**src/rtl/ppi_rw_control.sv**
```systemverilog
// ---------------------------------------------------------------------------
// ppi_rw_control
// Read/write control sequencer for an 8255-style PPI. The asynchronous host
// strobes are synchronised, the data bus buffer direction is steered, and
// writes are turned into one-cycle load strobes for the port latches, the
// control-word register or the port-C bit set/reset logic.
//
// Ports:
//   clk          system clock
//   rst_n        asynchronous active-low reset
//   cs_n         chip select, active low, asynchronous
//   rd_n         read strobe, active low, asynchronous
//   wr_n         write strobe, active low, asynchronous
//   addr[1:0]    register select (0=A, 1=B, 2=C, 3=control)
//   din[7:0]     write data from the data bus buffer
//   bus_drive    1 = buffer drives the host data pins from internal data
//   rd_active    read cycle in progress
//   rd_sel[1:0]  address latched at the start of the current read
//   wr_data[7:0] last committed write data
//   wr_strobe[2:0] one-hot one-cycle load for port A/B/C
//   ctrl_word[7:0] current control word
//   ctrl_load    one-cycle pulse when ctrl_word is updated
//   bsr_strobe   one-cycle port-C bit set/reset pulse
//   bsr_bit[2:0] bit index for the set/reset operation
//   bsr_val      value for the set/reset operation
//   busy         sequencer not idle
//   err_illegal  one-cycle pulse on an illegal access
// ---------------------------------------------------------------------------
module ppi_rw_control #(
   parameter int SYNC_STAGES     = 2,
   parameter int RECOVERY_CYCLES = 2
) (
   input  logic       clk,
   input  logic       rst_n,
   input  logic       cs_n,
   input  logic       rd_n,
   input  logic       wr_n,
   input  logic [1:0] addr,
   input  logic [7:0] din,
   output logic       bus_drive,
   output logic       rd_active,
   output logic [1:0] rd_sel,
   output logic [7:0] wr_data,
   output logic [2:0] wr_strobe,
   output logic [7:0] ctrl_word,
   output logic       ctrl_load,
   output logic       bsr_strobe,
   output logic [2:0] bsr_bit,
   output logic       bsr_val,
   output logic       busy,
   output logic       err_illegal
);

   // Out-of-range parameters are clamped to their smallest working values.
   localparam int SYNC_N = (SYNC_STAGES < 2) ? 2 : SYNC_STAGES;
   localparam int REC_N  = (RECOVERY_CYCLES < 1) ? 1 : RECOVERY_CYCLES;
   localparam int CNT_W  = (REC_N > 1) ? $clog2(REC_N) : 1;
   localparam logic [CNT_W-1:0] CNT_LOAD = CNT_W'(REC_N - 1);
   localparam logic [CNT_W-1:0] CNT_ONE  = CNT_W'(1);
   localparam logic [CNT_W-1:0] CNT_ZERO = CNT_W'(0);
   localparam logic [7:0]       CTRL_RESET = 8'h9B;

   typedef enum logic [2:0] {
      ST_IDLE    = 3'd0,
      ST_READ    = 3'd1,
      ST_WRITE   = 3'd2,
      ST_COMMIT  = 3'd3,
      ST_RECOVER = 3'd4
   } state_t;

   // Address to port-latch one-hot load vector; the control address maps to none.
   function automatic logic [2:0] port_onehot(input logic [1:0] a);
      case (a)
         2'd0:    port_onehot = 3'b001;
         2'd1:    port_onehot = 3'b010;
         2'd2:    port_onehot = 3'b100;
         default: port_onehot = 3'b000;
      endcase
   endfunction

   state_t            state_r;
   state_t            state_nxt_s;
   logic [SYNC_N-1:0] cs_sync_r;
   logic [SYNC_N-1:0] rd_sync_r;
   logic [SYNC_N-1:0] wr_sync_r;
   logic              cs_s;
   logic              rd_s;
   logic              wr_s;
   logic [1:0]        wr_addr_r;
   logic [7:0]        data_lat_r;
   logic [CNT_W-1:0]  rec_cnt_r;
   logic              illegal_seen_r;

   logic              illegal_s;
   logic              read_entry_s;
   logic              commit_s;
   logic              ctrl_commit_s;
   logic              bsr_commit_s;
   logic [7:0]        data_nxt_s;
   logic [1:0]        rd_sel_nxt_s;

   logic              bus_drive_r;
   logic              rd_active_r;
   logic [1:0]        rd_sel_r;
   logic [7:0]        wr_data_r;
   logic [2:0]        wr_strobe_r;
   logic [7:0]        ctrl_word_r;
   logic              ctrl_load_r;
   logic              bsr_strobe_r;
   logic [2:0]        bsr_bit_r;
   logic              bsr_val_r;
   logic              busy_r;
   logic              err_illegal_r;

   assign cs_s = cs_sync_r[SYNC_N-1];
   assign rd_s = rd_sync_r[SYNC_N-1];
   assign wr_s = wr_sync_r[SYNC_N-1];

   // Synchroniser chains for the host strobes; idle (high) out of reset.
   always_ff @(posedge clk or negedge rst_n) begin
      if (!rst_n) begin
         cs_sync_r <= {SYNC_N{1'b1}};
         rd_sync_r <= {SYNC_N{1'b1}};
         wr_sync_r <= {SYNC_N{1'b1}};
      end else begin
         cs_sync_r <= {cs_sync_r[SYNC_N-2:0], cs_n};
         rd_sync_r <= {rd_sync_r[SYNC_N-2:0], rd_n};
         wr_sync_r <= {wr_sync_r[SYNC_N-2:0], wr_n};
      end
   end

   // Next-state decode.
   always_comb begin
      state_nxt_s = state_r;
      case (state_r)
         ST_IDLE: begin
            if (!cs_s && !rd_s && wr_s) begin
               state_nxt_s = ST_READ;
            end else if (!cs_s && !wr_s && rd_s) begin
               state_nxt_s = ST_WRITE;
            end else begin
               state_nxt_s = ST_IDLE;
            end
         end
         ST_READ: begin
            if (rd_s || cs_s) begin
               state_nxt_s = ST_IDLE;
            end else begin
               state_nxt_s = ST_READ;
            end
         end
         ST_WRITE: begin
            // A rising write strobe commits even if chip select left too.
            if (wr_s) begin
               state_nxt_s = ST_COMMIT;
            end else if (cs_s) begin
               state_nxt_s = ST_IDLE;
            end else begin
               state_nxt_s = ST_WRITE;
            end
         end
         ST_COMMIT: begin
            state_nxt_s = ST_RECOVER;
         end
         ST_RECOVER: begin
            if (rec_cnt_r == CNT_ZERO) begin
               state_nxt_s = ST_IDLE;
            end else begin
               state_nxt_s = ST_RECOVER;
            end
         end
         default: begin
            state_nxt_s = ST_IDLE;
         end
      endcase
   end

   // Transition qualifiers that feed the registered outputs.
   always_comb begin
      illegal_s    = (state_r == ST_IDLE) && !cs_s && !rd_s && !wr_s;
      read_entry_s = (state_r == ST_IDLE) && (state_nxt_s == ST_READ);
      commit_s     = (state_nxt_s == ST_COMMIT);
      // The commit edge must see the same din that data_lat captures on it.
      if (state_r == ST_WRITE) begin
         data_nxt_s = din;
      end else begin
         data_nxt_s = data_lat_r;
      end
      if (read_entry_s) begin
         rd_sel_nxt_s = addr;
      end else begin
         rd_sel_nxt_s = rd_sel_r;
      end
      ctrl_commit_s = commit_s && (wr_addr_r == 2'd3) && data_nxt_s[7];
      bsr_commit_s  = commit_s && (wr_addr_r == 2'd3) && !data_nxt_s[7];
   end

   // State register.
   always_ff @(posedge clk or negedge rst_n) begin
      if (!rst_n) begin
         state_r <= ST_IDLE;
      end else begin
         state_r <= state_nxt_s;
      end
   end

   // Write address/data capture, recovery counter and illegal-episode flag.
   always_ff @(posedge clk or negedge rst_n) begin
      if (!rst_n) begin
         wr_addr_r      <= 2'd0;
         data_lat_r     <= 8'h00;
         rec_cnt_r      <= CNT_ZERO;
         illegal_seen_r <= 1'b0;
      end else begin
         if ((state_r == ST_IDLE) && (state_nxt_s == ST_WRITE)) begin
            wr_addr_r <= addr;
         end
         data_lat_r <= data_nxt_s;
         if (state_r == ST_COMMIT) begin
            rec_cnt_r <= CNT_LOAD;
         end else if ((state_r == ST_RECOVER) && (rec_cnt_r != CNT_ZERO)) begin
            rec_cnt_r <= rec_cnt_r - CNT_ONE;
         end
         // Report a stuck read+write collision once, not every cycle.
         illegal_seen_r <= illegal_s;
      end
   end

   // Registered outputs, decoded from the next state.
   always_ff @(posedge clk or negedge rst_n) begin
      if (!rst_n) begin
         bus_drive_r   <= 1'b0;
         rd_active_r   <= 1'b0;
         rd_sel_r      <= 2'd0;
         wr_data_r     <= 8'h00;
         wr_strobe_r   <= 3'b000;
         ctrl_word_r   <= CTRL_RESET;
         ctrl_load_r   <= 1'b0;
         bsr_strobe_r  <= 1'b0;
         bsr_bit_r     <= 3'd0;
         bsr_val_r     <= 1'b0;
         busy_r        <= 1'b0;
         err_illegal_r <= 1'b0;
      end else begin
         rd_active_r <= (state_nxt_s == ST_READ);
         // The control register is write-only: never drive the bus for it.
         bus_drive_r <= (state_nxt_s == ST_READ) && (rd_sel_nxt_s != 2'd3);
         rd_sel_r    <= rd_sel_nxt_s;
         busy_r      <= (state_nxt_s != ST_IDLE);
         if (commit_s) begin
            wr_data_r   <= data_nxt_s;
            wr_strobe_r <= port_onehot(wr_addr_r);
         end else begin
            wr_strobe_r <= 3'b000;
         end
         if (ctrl_commit_s) begin
            ctrl_word_r <= data_nxt_s;
         end
         ctrl_load_r  <= ctrl_commit_s;
         bsr_strobe_r <= bsr_commit_s;
         if (bsr_commit_s) begin
            bsr_bit_r <= data_nxt_s[3:1];
            bsr_val_r <= data_nxt_s[0];
         end
         err_illegal_r <= (illegal_s && !illegal_seen_r) ||
                          (read_entry_s && (addr == 2'd3));
      end
   end

   assign bus_drive   = bus_drive_r;
   assign rd_active   = rd_active_r;
   assign rd_sel      = rd_sel_r;
   assign wr_data     = wr_data_r;
   assign wr_strobe   = wr_strobe_r;
   assign ctrl_word   = ctrl_word_r;
   assign ctrl_load   = ctrl_load_r;
   assign bsr_strobe  = bsr_strobe_r;
   assign bsr_bit     = bsr_bit_r;
   assign bsr_val     = bsr_val_r;
   assign busy        = busy_r;
   assign err_illegal = err_illegal_r;

endmodule

```
**config.mk**
```make
export PLATFORM = sky130hd
export DESIGN_NAME = ppi_rw_control
export DESIGN_NICKNAME = d
export VERILOG_FILES = /design/src/rtl/ppi_rw_control.sv
export SDC_FILE = /design/constraint.sdc
export NUM_CORES = 1
export LEC_CHECK = 0
export ABC_CLOCK_PERIOD_IN_PS = 1780
export BUFFER_PORTS_ARGS = -buffer_cell sky130_fd_sc_hd__buf_2
export CORE_MARGIN = 2
export CORE_UTILIZATION = 45
export DETAILED_ROUTE_END_ITERATION = 8
export PLACE_DENSITY = 0.82
export SYNTH_ARGS = -nofsm -noshare
export SYNTH_HDL_FRONTEND = slang
export SYNTH_SLANG_ARGS = --single-unit
```
**constraint.sdc**
```tcl
create_clock -name clk -period 1.78 [get_ports clk]
set_clock_uncertainty 0.2 [all_clocks]
set_input_delay 0.178 -clock clk [delete_from_list [all_inputs] [get_ports clk]]
set_output_delay 0.178 -clock clk [all_outputs]
set_load 0.1 [all_outputs]
```
# == Word level (Yosys, flattened, before mapping) ==
# Cells that the tools add are included.
# classes
n_addsub,1
mul,0
n_div,0
magnitude_cmp,0
eq_ne,12
shift,0
muxes,13
bitwise_logic,0
reduce_logical,27
# op_table
op,n
logical AND 1 bit,16
one-hot mux 3 bit (5 select lines),1
equality test 3 x 2 -> 1 bit (second input constant),4
2-to-1 mux 2 bit,5
one-hot mux 3 bit (3 select lines),1
2-to-1 mux 8 bit,1
equality test 2 bit (second input constant),3
equality test 3 x 1 -> 1 bit (second input constant),2
2-to-1 mux 3 bit,2
zero test 1 bit,5
equality test 3 bit (second input constant),1
zero test 3 bit,1
2-to-1 mux 1 bit,3
nonzero test 3 bit,1
equality test 2 x 1 -> 1 bit (second input constant),1
zero test 2 bit,1
logical OR 1 bit,2
inequality test 2 bit (second input constant),1
nonzero test 2 bit,1
subtractor 1 bit (second input constant),1
# totals
regBits,52
latchBits,0
mem_bits_rw,0
rom_bits,0
in_bits,15
output_inout_bits,31
elab_cells,73
mem_count,0

# == Depth between registers and ports, before layout ==
# depth
ltp_word,11
ltp_mapped,5
depth_no_buf,3

# == Worst setup path before layout ==
# No wires, ideal clock.
# synth_timing
path_type,reg2reg
from,register wr_sync_r[1]
to,"register bsr_bit_r[0], in the netlist bsr_bit[0]"
setup_time_ns,0.125
t_arrival_ns,1.436
t_required_ns,1.455
setup_slack_ns,0.019
stages_incl_launch_ff,5
n_path_buf,1
synth_period_minus_slack_ns,1.761
path_cell_list,dfstp_2 -> clkbuf_2 -> nand4bb_4 -> nor3_4 -> mux2_2
# synth_between
elab_chain_len,9
elab_cells_between_ends,11
cone_classes,eq/ne (1); mux (4); reduce/logical (6)
# synth_lines
element,line_no,text
"start, declared",85,logic [SYNC_N-1:0] wr_sync_r;
"start signal, assigned",124,wr_sync_r <= {SYNC_N{1'b1}};
"start signal, assigned",128,"wr_sync_r <= {wr_sync_r[SYNC_N-2:0], wr_n};"
zero test 1 bit,139,end else if (!cs_s && !wr_s && rd_s) begin
logical AND 1 bit (2 in series),139,
2-to-1 mux 2 bit,139,
2-to-1 mux 2 bit,137,if (!cs_s && !rd_s && wr_s) begin
one-hot mux 3 bit (5 select lines) (*),135,case (state_r)
equality test 3 x 2 -> 1 bit (*),182,commit_s = (state_nxt_s == ST_COMMIT);
logical AND 1 bit (*) (2 in series),195,bsr_commit_s = commit_s && (wr_addr_r == 2'd3) && !data_nxt_s[7];
net bsr_commit_s,98,logic bsr_commit_s;
"end signal, assigned",262,bsr_bit_r <= data_nxt_s[3:1];
"end, declared",110,logic [2:0] bsr_bit_r;
# The timed path passes the listed nets; every way through them passes the cells marked *.
# A chain may end at the register's enable or synchronous reset.

# == Worst setup path after layout ==
# layout_timing
from,register wr_sync_r[1]
to,"register bsr_bit_r[2], in the netlist bsr_bit[2]"
# Same word-level chain as after synthesis.

==> impl_metrics.env <==
export IMPL_status="complete, no violations"
export IMPL_crit_path_max_fanout=5
export IMPL_timing_rr_end="bsr_bit[2]$_DFFE_PN0P_"
export IMPL_period_minus_slack_ns=1.75
export IMPL_tightest_slew_ns=0.527
export IMPL_avgSynthCellArea_sq_um=12.9
export IMPL_setup_viol=0
export IMPL_max_slew_margin_rel_pct=64.9
export IMPL_critPathArrivalTime_ns=1.72
export IMPL_drt_first_pass_iters=5
export IMPL_grt_max_degree=45
export IMPL_fin_util_pct=64.1
export IMPL_cts_buffers=5
export IMPL_hold_viol_final=0
export IMPL_fin_setup_tns_ns=0
export IMPL_cts_root_buffer="clkbuf_8"
export IMPL_yosysSeqAreaShare_pct=66.9
export IMPL_hp_class="reg2reg"
export IMPL_dieArea_sq_um=4200
export IMPL_antenna_found_initial=0
export IMPL_ys_types=29
export IMPL_routedWlPerCell_um=14.6
export IMPL_r2r_start="wr_sync_r[1]$_DFF_PN1_"
export IMPL_report_final_slew_viol_count=0
export IMPL_post_place_ws_ns=0.0199
export IMPL_grt_total_usage_pct=17.7
export IMPL_clkLatencyLatePin_ns=0.29
export IMPL_drtIter0Drc=49
export IMPL_synth_warnings=0
export IMPL_path_clk_slew_ns=0.08
export IMPL_overflow=0
export IMPL_ant_nets=0
export IMPL_syn_area_sq_um=1670
export IMPL_wirelength_um=3660
export IMPL_rows=22
export IMPL_drc_errors=0
export IMPL_r2r_cells=4
export IMPL_first_global_vias=1193
export IMPL_diodes=0
export IMPL_placedCellCount=225
export IMPL_path_buf_inv=1
export IMPL_portBuffers=45
export IMPL_slowest_delay_ns=0.59
export IMPL_fin_crit_sh_pct=98.1
export IMPL_fp_dieH_um=64.8
export IMPL_synth_cells=129
export IMPL_dp_hpwl_um=2300
export IMPL_crit_start="wr_sync_r[1]$_DFF_PN1_"
export IMPL_setup_slack_ns=0.0338
export IMPL_synthesis_nets=144
export IMPL_rsz0062_at_grt="false"
export IMPL_fillCellCount=271
export IMPL_num_nets_final=217
export IMPL_cts_path_max_buffers=2
export IMPL_cp_depth=4
export IMPL_place_congestion=0.843
export IMPL_syn2layout_area_growth_pct=38.7
export IMPL_r2r_slack_ns=0.03
export IMPL_clock_sinks=44
export IMPL_maxCapViolCount=0
export IMPL_critPathKind="reg2reg"
export IMPL_cp_endpoint="bsr_bit[2]$_DFFE_PN0P_"
export IMPL_endpoint_kind="flip-flop"
export IMPL_grt_pass1_wl_um=5680
export IMPL_start_kind="flip-flop"
export IMPL_htreeDepth=2
export IMPL_num_vias=1231
export IMPL_critPathTopFamily="flip-flops"
export IMPL_via_per_inst=4.90
export IMPL_stdcell_count=251
export IMPL_synth_seq_cells=44
export IMPL_die_w_um=64.8
export IMPL_cpMaxStageDelayCell="dfstp_2"
export IMPL_core_area_sq_um=3610
export IMPL_drive_above_1_share_pct=47.8
export IMPL_cts_tree="done"
export IMPL_worst_endpoint_required_ns=1.76
export IMPL_start_util_pct=46.2
export IMPL_boundaryPins=46
export IMPL_fmaxAchievable_ghz=0.573
export IMPL_crit_chain="nand4bb_4 > nor3_4 > buf_6 > mux2_4"
-- logic make-up after synthesis --
group | Yosys count | synth area share, %
flip-flops | 44 | 66.9
AO/OA/AOI/OAI | 8 | 3.31
AND/OR/NAND/NOR | 55 | 17.8
buffers and inverters | 7 | 1.80
multiplexers | 15 | 10.1
-- worst min path at each step --
stage | from | to | slack, ns | cells past startpoint
CTS | cs_sync_r[0]$_DFF_PN1_ | cs_sync_r[1]$_DFF_PN1_ | 0.16 | 0
finish | cs_sync_r[0]$_DFF_PN1_ | cs_sync_r[1]$_DFF_PN1_ | 0.16 | 0
floorplan | rst_n | bsr_bit[0]$_DFFE_PN0P_ | -0.32 | 0
global route | rd_sync_r[0]$_DFF_PN1_ | rd_sync_r[1]$_DFF_PN1_ | 0.17 | 0
global placement | rst_n | err_illegal$_DFF_PN0_ | 0.07 | 2
detailed placement | rst_n | err_illegal$_DFF_PN0_ | 0.08 | 2
-- layer usage --
layer	global-route usage [%]	up-vias	routed length [um]
met5	0	-	0
met4	5.59	0	22
met3	4.17	2	144
met2	29.1	35	1990
met1	23.1	612	1500
li1	-	582	-
-- Yosys cell counts --
cell type	number	area, sq um
a21oi_1	2	10.0
a31oi_1	1	6.26
a32o_1	1	10.0
and3b_1	1	8.76
buf_2	1	5.00
clkbuf_1	2	7.51
clkbuf_2	2	10.0
dfrtp_1	33	826
dfstp_2	11	289
inv_1	2	7.51
mux2_2	15	169
nand2_1	29	109
nand2b_1	1	6.26
nand3_1	2	10.0
nand4_1	2	12.5
nand4bb_4	1	27.5
nor2_1	5	18.8
nor2_4	1	11.3
nor2b_1	3	18.8
nor3_1	3	15.0
nor3_4	1	16.3
nor3b_1	1	7.51
nor4_1	1	6.26
nor4bb_1	1	10.0
o21ai_0	2	10.0
o21bai_1	1	7.51
o221a_2	1	11.3
or2_2	1	6.26
or3_1	2	12.5
-- metrics by stage --
step                instance area, sq um  hold slack (ns)
floorplan                           1670           -0.318
global placement                    1990           0.0710
detailed placement                  1990           0.0791
CTS                                 2250            0.158
global route                        2310            0.165
finish                              2310            0.157
-- registers in the layout (all words and copies together), names as in the netlist, 2 cells and up --
register	count
wr_addr_r	2
rd_sel	2
bsr_bit	3
wr_strobe	3
cs_sync_r	2
wr_sync_r	2
ctrl_word	8
state_r	3
wr_data	8
rd_sync_r	2
-- area by class of cell --
| class | count | area [sq um] | share of cell area (%) |
|---|---|---|---|
| sequential | 44 | 1110 | 48.3 |
| multi-input combinational | 78 | 542 | 23.5 |
| timing repair buffer | 71 | 459 | 19.9 |
| clock buffer | 7 | 96.3 | 4.17 |
| tap | 48 | 60.1 | 2.60 |
| clock inverter | 1 | 30.0 | 1.30 |
| inverter | 2 | 7.51 | 0.325 |
-- cell usage in the layout (no fill, tap or decap), types with 2 or more instances in the layout --
cell type,instances
a21oi_1,2
buf_2,45
buf_4,11
clkbuf_8,7
dfrtp_1,33
dfstp_2,11
dlygate4sd3_1,14
inv_1,2
mux2_2,11
mux2_4,4
nand2_1,29
nand3_1,2
nand4_1,2
nor2_1,5
nor2b_1,3
nor3_1,3
o21ai_0,2
or3_1,2
-- what timing repair did --
item,in CTS,in global routing
hold buffers,14,0
resized for setup,0,6
setup endpoints to repair,0,9
buffers inserted,0,4
endpoints found under the hold margin,59,0
Power is left out: the tool's default activity adds up to more than one toggle a clock period on the data nets, which glitch-free logic cannot reach.
